**src/rtl/spi_pkg.sv**
```systemverilog
// Shared constants for the SPI SFR sequencer: SFR address map, FSM state
// encoding and the helper that selects the transfer-done status bit.
package spi_pkg;

    // SFR write addresses
    localparam logic [2:0] ADDR_SPICR1 = 3'd0;
    localparam logic [2:0] ADDR_SPICR2 = 3'd1;
    localparam logic [2:0] ADDR_SPIBR  = 3'd2;
    localparam logic [2:0] ADDR_SPIDR1 = 3'd3;

    // SFR read addresses
    localparam logic [2:0] ADDR_SPISR  = 3'd3;
    localparam logic [2:0] ADDR_SPIDR2 = 3'd5;

    typedef enum logic [2:0] {
        IDLE  = 3'd0,
        CFG1  = 3'd1,
        CFG2  = 3'd2,
        CFG3  = 3'd3,
        WRDAT = 3'd4,
        WCLR  = 3'd5,
        WDONE = 3'd6,
        RDDAT = 3'd7
    } state_t;

    // Master transfers finish on SPISR[0], slave transfers on SPISR[1].
    function automatic logic done_bit(input logic mst, input logic [1:0] sr);
        return mst ? sr[0] : sr[1];
    endfunction

endpackage

```
**src/rtl/spi_rx_fifo.sv**
```systemverilog
// First-word fall-through receive FIFO. Pointers carry one extra wrap bit so
// full and empty are distinguished without a separate count.
module spi_rx_fifo #(
    parameter int DEPTH = 4
) (
    input  logic       clk,
    input  logic       rst_n,
    input  logic       push,
    input  logic [7:0] push_data,
    output logic       full,
    output logic       rx_valid,
    output logic [7:0] rx_data,
    input  logic       rx_ready,
    output logic       ovf
);

    localparam int AW = $clog2(DEPTH);
    localparam int PW = AW + 1;
    localparam logic [PW-1:0] PTR_ONE = PW'(1);

    logic [PW-1:0] wr_ptr_reg;
    logic [PW-1:0] rd_ptr_reg;
    logic [7:0]    mem [DEPTH];

    logic empty;
    logic pop;
    logic wr_en;

    assign empty = (wr_ptr_reg == rd_ptr_reg);
    assign full  = (wr_ptr_reg[AW-1:0] == rd_ptr_reg[AW-1:0]) &&
                   (wr_ptr_reg[AW] != rd_ptr_reg[AW]);
    assign pop   = !empty && rx_ready;
    // A push into a full FIFO is still accepted when the head leaves this cycle.
    assign wr_en = push && (!full || pop);
    assign ovf   = push && full && !pop;

    assign rx_valid = !empty;
    assign rx_data  = empty ? 8'h00 : mem[rd_ptr_reg[AW-1:0]];

    // Pointer update; reset discards any stored bytes.
    always_ff @(posedge clk or negedge rst_n) begin
        if (!rst_n) begin
            wr_ptr_reg <= '0;
            rd_ptr_reg <= '0;
        end else begin
            if (wr_en) begin
                wr_ptr_reg <= wr_ptr_reg + PTR_ONE;
            end
            if (pop) begin
                rd_ptr_reg <= rd_ptr_reg + PTR_ONE;
            end
        end
    end

    // Storage write; contents need no reset because the pointers gate visibility.
    always_ff @(posedge clk) begin
        if (wr_en) begin
            mem[wr_ptr_reg[AW-1:0]] <= push_data;
        end
    end

endmodule

```
**src/rtl/spi_sfr_sequencer.sv**
```systemverilog
// Drives an SPI core through its SFR port: writes the three configuration
// registers on request, and for each byte to send writes SPIDR1, waits for
// the done bit to clear and then set, and reads SPIDR2 into the RX FIFO.
module spi_sfr_sequencer
    import spi_pkg::*;
#(
    parameter logic [15:0] TIMEOUT = 16'd4096,
    parameter int          RXDEPTH = 4
) (
    input  logic       clk,
    input  logic       rst_n,
    input  logic [7:0] cfg_cr1,
    input  logic [7:0] cfg_cr2,
    input  logic [7:0] cfg_br,
    input  logic       cfg_go,
    input  logic       tx_valid,
    input  logic [7:0] tx_data,
    output logic       tx_ready,
    output logic       rx_valid,
    output logic [7:0] rx_data,
    input  logic       rx_ready,
    output logic       sfrwe,
    output logic [2:0] sfraddr_w,
    output logic [7:0] spidata_o,
    output logic [2:0] sfraddr_r,
    input  logic [7:0] sfrdata_i,
    output logic       busy,
    output logic       timeout_err,
    output logic       rx_ovf
);

    state_t      state_reg;
    state_t      state_next;
    logic        mst_reg;
    logic [7:0]  tx_data_reg;
    logic [15:0] wait_cnt_reg;
    logic        timeout_err_reg;
    logic        rx_ovf_reg;
    logic        ready_en_reg;

    logic        done;
    logic        wait_hit;
    logic        in_wait;
    logic        tx_fire;
    logic        push;
    logic        fifo_full;
    logic        fifo_ovf;

    assign done     = done_bit(mst_reg, sfrdata_i[1:0]);
    assign wait_hit = (wait_cnt_reg == (TIMEOUT - 16'd1));
    assign in_wait  = (state_reg == WCLR) || (state_reg == WDONE);
    assign tx_fire  = tx_valid && tx_ready;

    assign timeout_err = timeout_err_reg;
    assign rx_ovf      = rx_ovf_reg;

    // State register.
    always_ff @(posedge clk or negedge rst_n) begin
        if (!rst_n) begin
            state_reg <= IDLE;
        end else begin
            state_reg <= state_next;
        end
    end

    // Next-state logic; the timeout check wins over the done check.
    always_comb begin
        state_next = state_reg;
        case (state_reg)
            IDLE: begin
                if (cfg_go) begin
                    state_next = CFG1;
                end else if (tx_fire) begin
                    state_next = WRDAT;
                end
            end
            CFG1:  state_next = CFG2;
            CFG2:  state_next = CFG3;
            CFG3:  state_next = IDLE;
            WRDAT: state_next = WCLR;
            WCLR: begin
                if (wait_hit) begin
                    state_next = IDLE;
                end else if (!done) begin
                    state_next = WDONE;
                end
            end
            WDONE: begin
                if (wait_hit) begin
                    state_next = IDLE;
                end else if (done) begin
                    state_next = RDDAT;
                end
            end
            RDDAT:   state_next = IDLE;
            default: state_next = IDLE;
        endcase
    end

    // Output decode; the status register is the default read address.
    always_comb begin
        sfrwe     = 1'b0;
        sfraddr_w = 3'd0;
        spidata_o = 8'h00;
        sfraddr_r = ADDR_SPISR;
        tx_ready  = 1'b0;
        push      = 1'b0;
        busy      = 1'b1;
        case (state_reg)
            IDLE: begin
                busy     = 1'b0;
                tx_ready = ready_en_reg && !cfg_go && !fifo_full;
            end
            CFG1: begin
                sfrwe     = 1'b1;
                sfraddr_w = ADDR_SPICR1;
                spidata_o = cfg_cr1;
            end
            CFG2: begin
                sfrwe     = 1'b1;
                sfraddr_w = ADDR_SPICR2;
                spidata_o = cfg_cr2;
            end
            CFG3: begin
                sfrwe     = 1'b1;
                sfraddr_w = ADDR_SPIBR;
                spidata_o = cfg_br;
            end
            WRDAT: begin
                sfrwe     = 1'b1;
                sfraddr_w = ADDR_SPIDR1;
                spidata_o = tx_data_reg;
            end
            RDDAT: begin
                sfraddr_r = ADDR_SPIDR2;
                push      = 1'b1;
            end
            default: begin
            end
        endcase
    end

    // Datapath registers: master/slave mode, byte to send, wait counter.
    // ready_en_reg keeps tx_ready low while reset is asserted.
    always_ff @(posedge clk or negedge rst_n) begin
        if (!rst_n) begin
            mst_reg      <= 1'b1;
            tx_data_reg  <= 8'h00;
            wait_cnt_reg <= 16'd0;
            ready_en_reg <= 1'b0;
        end else begin
            ready_en_reg <= 1'b1;
            if (state_reg == CFG1) begin
                mst_reg <= cfg_cr1[4];
            end
            if (tx_fire) begin
                tx_data_reg <= tx_data;
            end
            if (state_reg == WRDAT) begin
                wait_cnt_reg <= 16'd0;
            end else if (in_wait) begin
                wait_cnt_reg <= wait_cnt_reg + 16'd1;
            end
        end
    end

    // Sticky error flags, cleared by a configuration request.
    always_ff @(posedge clk or negedge rst_n) begin
        if (!rst_n) begin
            timeout_err_reg <= 1'b0;
            rx_ovf_reg      <= 1'b0;
        end else begin
            if (in_wait && wait_hit) begin
                timeout_err_reg <= 1'b1;
            end else if (cfg_go) begin
                timeout_err_reg <= 1'b0;
            end
            if (fifo_ovf) begin
                rx_ovf_reg <= 1'b1;
            end else if (cfg_go) begin
                rx_ovf_reg <= 1'b0;
            end
        end
    end

    spi_rx_fifo #(
        .DEPTH(RXDEPTH)
    ) u_rx_fifo (
        .clk      (clk),
        .rst_n    (rst_n),
        .push     (push),
        .push_data(sfrdata_i),
        .full     (fifo_full),
        .rx_valid (rx_valid),
        .rx_data  (rx_data),
        .rx_ready (rx_ready),
        .ovf      (fifo_ovf)
    );

endmodule

```
**config.mk**
```make
export PLATFORM = sky130hd
export DESIGN_NAME = spi_sfr_sequencer
export DESIGN_NICKNAME = d
export VERILOG_FILES = /design/src/rtl/spi_pkg.sv /design/src/rtl/spi_rx_fifo.sv /design/src/rtl/spi_sfr_sequencer.sv
export SDC_FILE = /design/constraint.sdc
export NUM_CORES = 1
export LEC_CHECK = 0
export CAP_MARGIN = 40
export CORE_MARGIN = 10
export CORE_UTILIZATION = 45
export CTS_BUF_LIST = sky130_fd_sc_hd__clkbuf_16
export DETAILED_ROUTE_END_ITERATION = 8
export GPL_ROUTABILITY_DRIVEN = 0
export GPL_TIMING_DRIVEN = 0
export HOLD_SLACK_MARGIN = 0.06
export PLACE_DENSITY = 0.72
export SLEW_MARGIN = 20
export SYNTH_ARGS = -nofsm -noshare
export SYNTH_HDL_FRONTEND = slang
export SYNTH_HIERARCHICAL = 1
export SYNTH_SLANG_ARGS = --single-unit
```
**constraint.sdc**
```tcl
create_clock -name clk -period 2.3 [get_ports clk]
set_input_delay 0.575 -clock clk [delete_from_list [all_inputs] [get_ports clk]]
set_output_delay 0.575 -clock clk [all_outputs]
set_load 0.02 [all_outputs]
```
==> results of run 1 <==
[layout make-up]
cell class / instances / area [sq um]
fillers: 568 / 2590
flip-flops and latches: 69 / 1890
multi-input cells: 195 / 1650
repair buffers: 95 / 847
clock buffers: 9 / 225
plain buffers: 12 / 154
well taps: 102 / 128
clock inverters: 7 / 124
inverters: 11 / 43.8
[worst register-to-register path: stages, from the launching register on]
cell,delay [ps]
dfrtp_1,370
buf_6,140
buf_4,140
xor2_2,340
nand4_1,290
or4_1,540
a21oi_1,150
[cells in the mapped netlist (2+ instances only)]
| library cell | instances | share of area |
|---|---|---|
| a21oi_1 | 12 | 0.017 |
| a22oi_1 | 8 | 0.017 |
| and3_1 | 3 | 0.0054 |
| and3_2 | 4 | 0.0086 |
| buf_1 | 3 | 0.0032 |
| buf_4 | 3 | 0.0064 |
| buf_6 | 2 | 0.0064 |
| clkbuf_1 | 4 | 0.0043 |
| conb_1 | 2 | 0.0021 |
| dfrtp_1 | 36 | 0.26 |
| edfxtp_1 | 32 | 0.27 |
| ha_1 | 6 | 0.021 |
| inv_1 | 10 | 0.011 |
| mux2_2 | 12 | 0.039 |
| mux2i_1 | 9 | 0.026 |
| mux4_2 | 8 | 0.051 |
| nand2_1 | 17 | 0.018 |
| nand2b_1 | 2 | 0.0036 |
| nand3_1 | 8 | 0.011 |
| nand4_1 | 5 | 0.0089 |
| nor2_1 | 13 | 0.014 |
| nor2b_1 | 7 | 0.012 |
| nor3_1 | 4 | 0.0057 |
| nor4_1 | 6 | 0.011 |
| o211ai_1 | 3 | 0.0064 |
| o21ai_0 | 6 | 0.0086 |
| o22ai_1 | 8 | 0.014 |
| o31ai_1 | 5 | 0.011 |
| o41ai_1 | 2 | 0.0050 |
| or3_1 | 4 | 0.0071 |
| or4_1 | 3 | 0.0064 |
| xnor2_1 | 5 | 0.012 |
| xor2_1 | 5 | 0.012 |
| xor2_2 | 2 | 0.0093 |
[stage by stage]
step	setup slack [ps]	instance area, sq um	total power [W]	hold WS, ps	std cells
2_1_floorplan	32.2	3510	0.00334	279	287
3_5_place_dp	-885	4360	0.00434	426	462
4_1_cts	-70.0	4930	0.00630	78.6	492
5_1_grt	-116	5060	0.00698	80.8	500
3_3_place_gp	-869	4340	0.00428	473	459
6_report	-56.3	5060	0.00661	76.8	500
[cell families (layout without fill, tap and decap cells)]
family / Yosys count / after routing / synth area share
compound gates: 57 / 57 / 0.111
xor+xnor: 12 / 12 / 0.0343
fa+ha+maj: 7 / 7 / 0.0243
buf+inv: 24 / 134 / 0.0336
flops: 69 / 69 / 0.539
mux: 29 / 29 / 0.116
other cells: 2 / 3 / 0.00214
simple gates: 86 / 87 / 0.140
[worst paths after layout]
| kind | from | end | slack, ps | depth (start not counted) |
|---|---|---|---|---|
| worst max-delay path | u_rx_fifo/rd_ptr_reg[0]$_DFFE_PN0P_ | rx_data[1] | -60 | 5 |
| worst min-delay path | rst_n | wait_cnt_reg[14]$_DFFE_PN0P_ | 80 | 1 |
| worst max register to register | state_reg[0]$_DFFE_PN0P_ | wait_cnt_reg[15]$_DFFE_PN0P_ | 270 | 6 |
| worst min register to register | rx_ovf$_DFFE_PN0P_ | rx_ovf$_DFFE_PN0P_ | 480 | 1 |
| max in group asynchronous | rst_n | mst_reg$_DFFE_PN1N_ | 1740 | 2 |
| min in group clk | rx_ovf$_DFFE_PN0P_ | rx_ovf$_DFFE_PN0P_ | 480 | 1 |
[cell usage in the layout (no fill, tap or decap), types with 4 or more instances in the layout]
cell             netlist  final
o21ai_0                6      6
clkdlybuf4s50_1        0     45
clkbuf_16              0     10
o22ai_1                8      8
nand3_1                8      7
mux2i_1                9      8
buf_4                  3     31
or3_1                  4      4
nor4_1                 6      5
nand2_1               17     15
o31ai_1                5      5
dfrtp_1               36     34
a21oi_1               12     12
ha_1                   6      6
mux4_2                 8      8
mux2_2                12     12
inv_1                 10      9
nor2b_1                7      4
nor2_1                13     10
buf_6                  2      9
buf_2                  1     12
and3_2                 4      4
a22oi_1                8      6
xnor2_1                5      4
nand4_1                5      5
buf_12                 0      4
edfxtp_1              32     32
[timing repair]
action                                 CTS  global route
endpoints found under the hold margin    0             0
setup buffers                           14             7
cloned                                   1             1
resized for setup                      133            29
setup endpoints to repair               58            19
pin swaps                                5             5
[routing by layer]
metal  vias up  wire length [um]
met4         0                98
met3        11               623
met5         -                 0
met2        84              4410
met1      1332              3650
li1       1305                 -
[power groups by stage]
stage | Clock (W) | Combinational (W) | Sequential (W)
floorplan | 0 | 0.00168 | 0.00166
global placement | 0 | 0.00259 | 0.00169
detailed placement | 0 | 0.00264 | 0.00170
CTS | 0.00161 | 0.00297 | 0.00172
global route | 0.00167 | 0.00354 | 0.00176
finish | 0.00160 | 0.00328 | 0.00173
==> results.sh, run 1 <==
export IMPL_die_y_um=108
export IMPL_cellPowerDensity_mw_per_mm2=1310
export IMPL_core_sq_mm=0.00765
export IMPL_grt_start_max_net_pins=32
export IMPL_ys_warn_count=6
export IMPL_rows=32
export IMPL_clk_pin_slew_worst_paths_ps=60
export IMPL_final_max_slew_viol_count=0
export IMPL_cp_arrival_ps=1780
export IMPL_async_flop_share=0.536
export IMPL_die_w_um=108
export IMPL_fmax_ghz=0.424
export IMPL_seqPwrFrac=0.261
export IMPL_hpwl_mm=5.88
export IMPL_die_area_sq_mm=0.0117
export IMPL_cp_buffers_inverters=3
export IMPL_crit_chain="buf_12 > buf_6 > mux4_2 > nor2b_2 > buf_4"
export IMPL_gr_max_usage_layer="met2"
export IMPL_grtUsageMet3=0.0547
export IMPL_critPathKind="register to output port"
export IMPL_cp_top_family="multiplexers"
export IMPL_ctsHoldBuffers=0
export IMPL_vdd_drop_max_v=0.000702
export IMPL_start_util=0.458
export IMPL_drv_cap=0
export IMPL_worst_slew_pin_slew_ps=737
export IMPL_syn_instance_count=286
export IMPL_antenna_found_initial=0
export IMPL_yosys_cell_types_count=61
export IMPL_portBuffers=70
export IMPL_synthFlopType="dfrtp_1"
export IMPL_ys_seq_area_frac=0.539
export IMPL_gr_total_overflow=0
export IMPL_period_minus_slack_ps=2360
export IMPL_clock_sinks=69
export IMPL_antenna_cells=0
export IMPL_cts_root_buffer="clkbuf_16"
export IMPL_min_path_type="primary input to asynchronous set/reset pin"
export IMPL_drt_wirelength_per_cell_um=17.6
export IMPL_final_util=0.662
export IMPL_pwr_share_clk=0.242
export IMPL_largest_reg_flops=32
export IMPL_rsz0062_at_grt="true"
export IMPL_end_kind="output port"
export IMPL_dr_pass1_iters=4
export IMPL_required_ps=1730
export IMPL_wirelength_mm=8.78
export IMPL_violations="setup timing"
export IMPL_clk_latency_ps=330
export IMPL_worst_setup_path_start_kind="register"
export IMPL_synth_enable_flop_cells=32
export IMPL_setup_viol=8
export IMPL_gr_usage_met2=0.254
export IMPL_pwr_share_comb=0.496
export IMPL_route_vias_total=2732
export IMPL_power_leakage_nw=2.04
export IMPL_status="complete, but fails checks"
export IMPL_avgViaCountPerCell=5.46
export IMPL_grt_pass1_wl_mm=14.1
export IMPL_syn_to_final_growth_pct=44.4
export IMPL_slowest_delay_ps=500
export IMPL_netlist_area_sq_mm=0.00350
export IMPL_cts_max_level=3
export IMPL_drtAntennaViolNets=0
export IMPL_crit_fanout=7
export IMPL_p_int_w=0.00420
export IMPL_postLayoutSetupSlackWorst_ps=-56.3
export IMPL_slowest_stage="mux4_2"
export IMPL_switching_share=0.364
export IMPL_cts_inserted_buffers=9
export IMPL_grtUsageTotal=0.150
export IMPL_setup_tns_final_ps=-241
export IMPL_drive_gt1_frac=0.327
export IMPL_p_switching_w=0.00240
export IMPL_ys_seq_elements=69
export IMPL_clock_skew_ps=3.51
export IMPL_maxSlewHeadroom=0.504
export IMPL_first_iter_violations=130
export IMPL_period_share=1.02
export IMPL_cts_tree="built"
export IMPL_clockBufferDepth=2
export IMPL_drc=0
export IMPL_first_global_vias=2781
export IMPL_ioPinCount=73
export IMPL_timing_final_hold_violations=0
export IMPL_met1_usage=0.180
export IMPL_avgSynthCellArea_sq_um=12.2
export IMPL_final_nets=444
Note: power is estimated with default switching activity, not from simulation.
==> inputs of run 2 (changes only) <==
- GPL_TIMING_DRIVEN: 0 -> unset
==> results.sh, run 2 (same netlist as run 1, synthesis figures left out) <==
export IMPL_regArea_sq_mm=0.00189
export IMPL_final_util=0.646
export IMPL_rsz0062_at_grt="true"
export IMPL_route_vias_total=2748
export IMPL_die_y_um=108
export IMPL_fmax_ghz=0.425
export IMPL_clk_latency_ps=330
export IMPL_die_area_sq_mm=0.0117
export IMPL_crit_fanout=7
export IMPL_required_ps=1730
export IMPL_antenna_found_initial=0
export IMPL_clock_sinks=69
export IMPL_cellPowerDensity_mw_per_mm2=1260
export IMPL_worst_setup_path_start_kind="register"
export IMPL_avgViaCountPerCell=5.38
export IMPL_min_path_type="primary input to asynchronous set/reset pin"
export IMPL_grt_start_max_net_pins=38
export IMPL_first_global_vias=2790
export IMPL_clk_pin_slew_worst_paths_ps=60
export IMPL_cts_max_level=3
export IMPL_drive_gt1_frac=0.323
export IMPL_final_nets=455
export IMPL_power_leakage_nw=2.04
export IMPL_cts_root_buffer="clkbuf_16"
export IMPL_drv_cap=0
export IMPL_hpwl_mm=6.20
export IMPL_final_cell_mix="48 x buf_4, 45 x clkdlybuf4s50_1, 32 x edfxtp_1, 31 x dfrtp_1, 17 x nand2_1"
export IMPL_vdd_drop_max_v=0.000573
export IMPL_status="complete, but fails checks"
export IMPL_violations="setup timing"
export IMPL_grt_pass1_wl_mm=14.0
export IMPL_period_minus_slack_ps=2350
export IMPL_ctsHoldBuffers=0
export IMPL_portBuffers=70
export IMPL_grtUsageTotal=0.151
export IMPL_multi_input_area_sq_mm=0.00155
export IMPL_dr_pass1_iters=4
export IMPL_die_w_um=108
export IMPL_largest_reg_flops=32
export IMPL_cts_tree="built"
export IMPL_critPathKind="register to output port"
export IMPL_ioPinCount=73
export IMPL_drtAntennaViolNets=0
export IMPL_timing_final_hold_violations=0
export IMPL_r2r_cells=7
export IMPL_whs_ps=295
export IMPL_pre_cts_ws_ps=-378
export IMPL_postLayoutSetupSlackWorst_ps=-50.7
export IMPL_gr_total_overflow=0
export IMPL_cts_inserted_buffers=9
export IMPL_clockBufferDepth=2
export IMPL_setup_viol=6
export IMPL_start_util=0.458
export IMPL_reg2reg_slack_ps=250
export IMPL_drt_wirelength_per_cell_um=17.2
export IMPL_end_kind="output port"
export IMPL_core_sq_mm=0.00765
export IMPL_finalPower_w=0.00625
export IMPL_first_iter_violations=114
export IMPL_final_max_slew_viol_count=0
export IMPL_drc=0
export IMPL_r2r_end="wait_cnt_reg[15]$_DFFE_PN0P_"
export IMPL_layout_commonest_cell="buf_4"
export IMPL_rows=32
export IMPL_cp_arrival_ps=1780
export IMPL_fill_cells=606
export IMPL_clock_skew_ps=5.74
export IMPL_period_share=1.02
export IMPL_antenna_cells=0
export IMPL_syn_to_final_growth_pct=41.1
export IMPL_wirelength_mm=8.78
export IMPL_regToRegStartpoint="state_reg[0]$_DFFE_PN0P_"
[run 2: metal layers]
layer / GRT usage / vias up / wire (um)
li1: - / 1327 / -
met1: 0.186 / 1336 / 3700
met2: 0.244 / 74 / 4450
met3: 0.0488 / 11 / 513
met4: 0.0496 / 0 / 115
met5: 0 / - / 0
[run 2: worst max-delay path by stage]
stage / start / end / slack (ps) / depth (start not counted)
after global placement: cfg_go / tx_ready / -310 / 4
final: u_rx_fifo/rd_ptr_reg[0]$_DFFE_PN0P_ / rx_data[1] / -50 / 5
after CTS: cfg_go / tx_ready / -110 / 4
after floorplan: state_reg[0]$_DFFE_PN0P_ / sfraddr_r[2] / 30 / 6
after global routing: u_rx_fifo/rd_ptr_reg[0]$_DFFE_PN0P_ / rx_data[1] / -100 / 5
after detailed placement: cfg_go / tx_ready / -380 / 4
[run 2: repair_timing]
action / 4_1_cts / 5_1_grt
endpoints found under the hold margin: 0 / 0
endpoints found under the setup margin: 24 / 20
gates cloned: 0 / 1
buffers inserted: 6 / 5
resized for setup: 71 / 39
pin swaps: 0 / 2
[run 2: final cells by class]
cell class / count / area share
well taps: 102 / 0.0258
inverters: 11 / 0.00911
repair buffers: 119 / 0.206
flip-flops and latches: 69 / 0.383
clock inverters: 7 / 0.0165
clock buffers: 9 / 0.0456
multi-input cells: 194 / 0.314
[run 2: power by group]
group | internal, W | total, W | switching [W]
Clock | 0.000854 | 0.00141 | 0.000558
Combinational | 0.00156 | 0.00312 | 0.00156
Sequential | 0.00151 | 0.00172 | 0.000201
Total | 0.00393 | 0.00625 | 0.00232
[run 2: metrics by stage]
| stage | std cells | TNS [ps] | area [sq um] |
|---|---|---|---|
| after floorplan | 287 | 0 | 3510 |
| after global placement | 483 | -1670 | 4540 |
| final | 511 | -132 | 4940 |
| after CTS | 505 | -717 | 4860 |
| after detailed placement | 483 | -1970 | 4540 |
| after global routing | 511 | -532 | 4940 |
[run 2: critical path: stages, from the launching register on]
cell     delay [ps]
dfrtp_2         410
buf_12          140
buf_4           110
mux4_2          490
nor2b_1         150
buf_4           150
==> inputs of run 3 (changes only) <==
- PLACE_DENSITY: 0.72 -> unset
- PLACE_DENSITY_LB_ADDON: unset -> 0.08
==> results.sh, run 3 (same netlist as run 1, synthesis figures left out) <==
export IMPL_syn_to_final_growth_pct=41.5
export IMPL_pwr_share_comb=0.485
export IMPL_route_vias_total=2721
export IMPL_grtUsageTotal=0.156
export IMPL_portBuffers=70
export IMPL_first_iter_violations=121
export IMPL_end_kind="output port"
export IMPL_r2r_cells=6
export IMPL_drt_wirelength_per_cell_um=17.1
export IMPL_cp_top_family="multiplexers"
export IMPL_die_w_um=108
export IMPL_fmax_ghz=0.424
export IMPL_cp_arrival_ps=1790
export IMPL_wirelength_mm=8.68
export IMPL_start_util=0.458
export IMPL_gr_total_overflow=0
export IMPL_cts_max_level=3
export IMPL_crit_chain="buf_12 > buf_12 > mux4_2 > nor2b_1 > buf_2"
export IMPL_crit_start="u_rx_fifo/rd_ptr_reg[0]$_DFFE_PN0P_"
export IMPL_drv_cap=0
export IMPL_cts_tree="built"
export IMPL_clk_latency_ps=330
export IMPL_dr_pass1_iters=6
export IMPL_dp_cells=484
export IMPL_first_global_vias=2973
export IMPL_cpMostUsedCell="buf_12"
export IMPL_rsz0062_at_grt="true"
export IMPL_endpoint="rx_data[3]"
export IMPL_reg2reg_slack_ps=270
export IMPL_cellPowerDensity_mw_per_mm2=1280
export IMPL_final_nets=452
export IMPL_period_minus_slack_ps=2360
export IMPL_setup_tns_final_ps=-351
export IMPL_drive_gt1_frac=0.325
export IMPL_worst_setup_path_start_kind="register"
export IMPL_r2r_end="wait_cnt_reg[15]$_DFFE_PN0P_"
export IMPL_ioPinCount=73
export IMPL_p_switching_w=0.00231
export IMPL_largest_reg_flops=32
export IMPL_critPathKind="register to output port"
export IMPL_clock_skew_ps=6.19
export IMPL_violations="setup timing"
export IMPL_pwr_share_clk=0.240
export IMPL_clockBufferDepth=2
export IMPL_vdd_drop_max_v=0.000772
export IMPL_avgViaCountPerCell=5.36
export IMPL_antenna_found_initial=0
export IMPL_critical_path_depth=5
export IMPL_grt_start_max_net_pins=38
export IMPL_slowest_delay_ps=480
export IMPL_die_area_sq_mm=0.0117
export IMPL_clk_pin_slew_worst_paths_ps=60
export IMPL_hpwl_mm=6.25
export IMPL_switching_share=0.364
export IMPL_rows=32
export IMPL_timing_final_hold_violations=0
export IMPL_grt_pass1_wl_mm=14.5
export IMPL_drc=0
export IMPL_regToRegStartpoint="state_reg[0]$_DFFE_PN0P_"
export IMPL_min_path_type="primary input to asynchronous set/reset pin"
export IMPL_seqPwrFrac=0.275
export IMPL_cp_buffers_inverters=3
export IMPL_cts_root_buffer="clkbuf_16"
export IMPL_layout_commonest_cell="buf_4"
export IMPL_antenna_cells=0
export IMPL_final_max_slew_viol_count=0
export IMPL_clock_sinks=69
export IMPL_crit_fanout=5
export IMPL_required_ps=1730
export IMPL_slowest_stage="mux4_2"
export IMPL_drtAntennaViolNets=0
export IMPL_final_cell_mix="48 x buf_4, 45 x clkdlybuf4s50_1, 32 x dfrtp_1, 32 x edfxtp_1, 16 x nand2_1"
export IMPL_postLayoutSetupSlackWorst_ps=-61.2
export IMPL_cts_inserted_buffers=9
export IMPL_status="complete, but fails checks"
export IMPL_power_leakage_nw=2.03
export IMPL_p_int_w=0.00403
export IMPL_setup_viol=9
export IMPL_fill_cells=628
export IMPL_die_y_um=108
export IMPL_instances_no_fill=508
export IMPL_pre_cts_ws_ps=-356
export IMPL_core_sq_mm=0.00765
export IMPL_period_share=1.03
run 3: power groups by stage:
| stage | Sequential (W) | Combinational, W | Clock, W |
|---|---|---|---|
| after floorplan | 0.00166 | 0.00168 | 0 |
| after global placement | 0.00173 | 0.00292 | 0 |
| after detailed placement | 0.00173 | 0.00296 | 0 |
| after CTS | 0.00172 | 0.00288 | 0.00155 |
| after global routing | 0.00178 | 0.00335 | 0.00161 |
| final | 0.00174 | 0.00307 | 0.00152 |
run 3: metrics by stage:
| step | utilization | hold WS [ps] | cell area [sq um] | power [W] |
|---|---|---|---|---|
| after floorplan | - | 279 | 3510 | 0.00334 |
| after global placement | 0.595 | 476 | 4550 | 0.00465 |
| after detailed placement | 0.595 | 489 | 4550 | 0.00469 |
| after CTS | 0.639 | 304 | 4880 | 0.00614 |
| after global routing | 0.648 | 333 | 4960 | 0.00673 |
| final | 0.648 | 285 | 4960 | 0.00633 |
run 3: worst min path at each step:
stage,to,cells past startpoint,from
after global placement,rx_ovf$_DFFE_PN0P_,1,rx_ovf$_DFFE_PN0P_
after global routing,wait_cnt_reg[6]$_DFFE_PN0P_,2,rst_n
after detailed placement,rx_ovf$_DFFE_PN0P_,1,rx_ovf$_DFFE_PN0P_
after floorplan,ready_en_reg$_DFF_PN0_,0,rst_n
final,wait_cnt_reg[5]$_DFFE_PN0P_,2,rst_n
after CTS,wait_cnt_reg[0]$_DFFE_PN0P_,2,rst_n
run 3: worst reg2reg max path, delay by kind of cell, from the launching register on:
kind	cells	cell delay, ps
AOI/OAI and AO/OA	1	180
xor gates and xnor gates	1	160
buffers and inverters	2	390
DFF	1	460
and+or+nand+nor	2	760
run 3: layout make-up:
class	instances	area, sq um	area share
clock buffers	9	225	0.0454
clock inverters	7	103	0.0207
inverters	11	42.5	0.00858
multi-input cells	194	1560	0.315
flip-flops and latches	69	1890	0.382
well taps	102	128	0.0257
repair buffers	116	1000	0.203
run 3: metal layers:
| metal | wire length, um | track usage | vias to the layer above |
|---|---|---|---|
| met4 | 131 | 0.0553 | 0 |
| met2 | 4630 | 0.275 | 61 |
| met1 | 3420 | 0.169 | 1319 |
| li1 | - | - | 1329 |
| met3 | 499 | 0.0559 | 12 |
| met5 | 0 | 0 | - |
run 3: timing repair:
action,4_1_cts,5_1_grt
hold buffers,0,0
gates resized for setup,74,41
buffers inserted,3,5
hold endpoints to repair,0,0
endpoints found under the setup margin,24,21
pin swaps,0,1
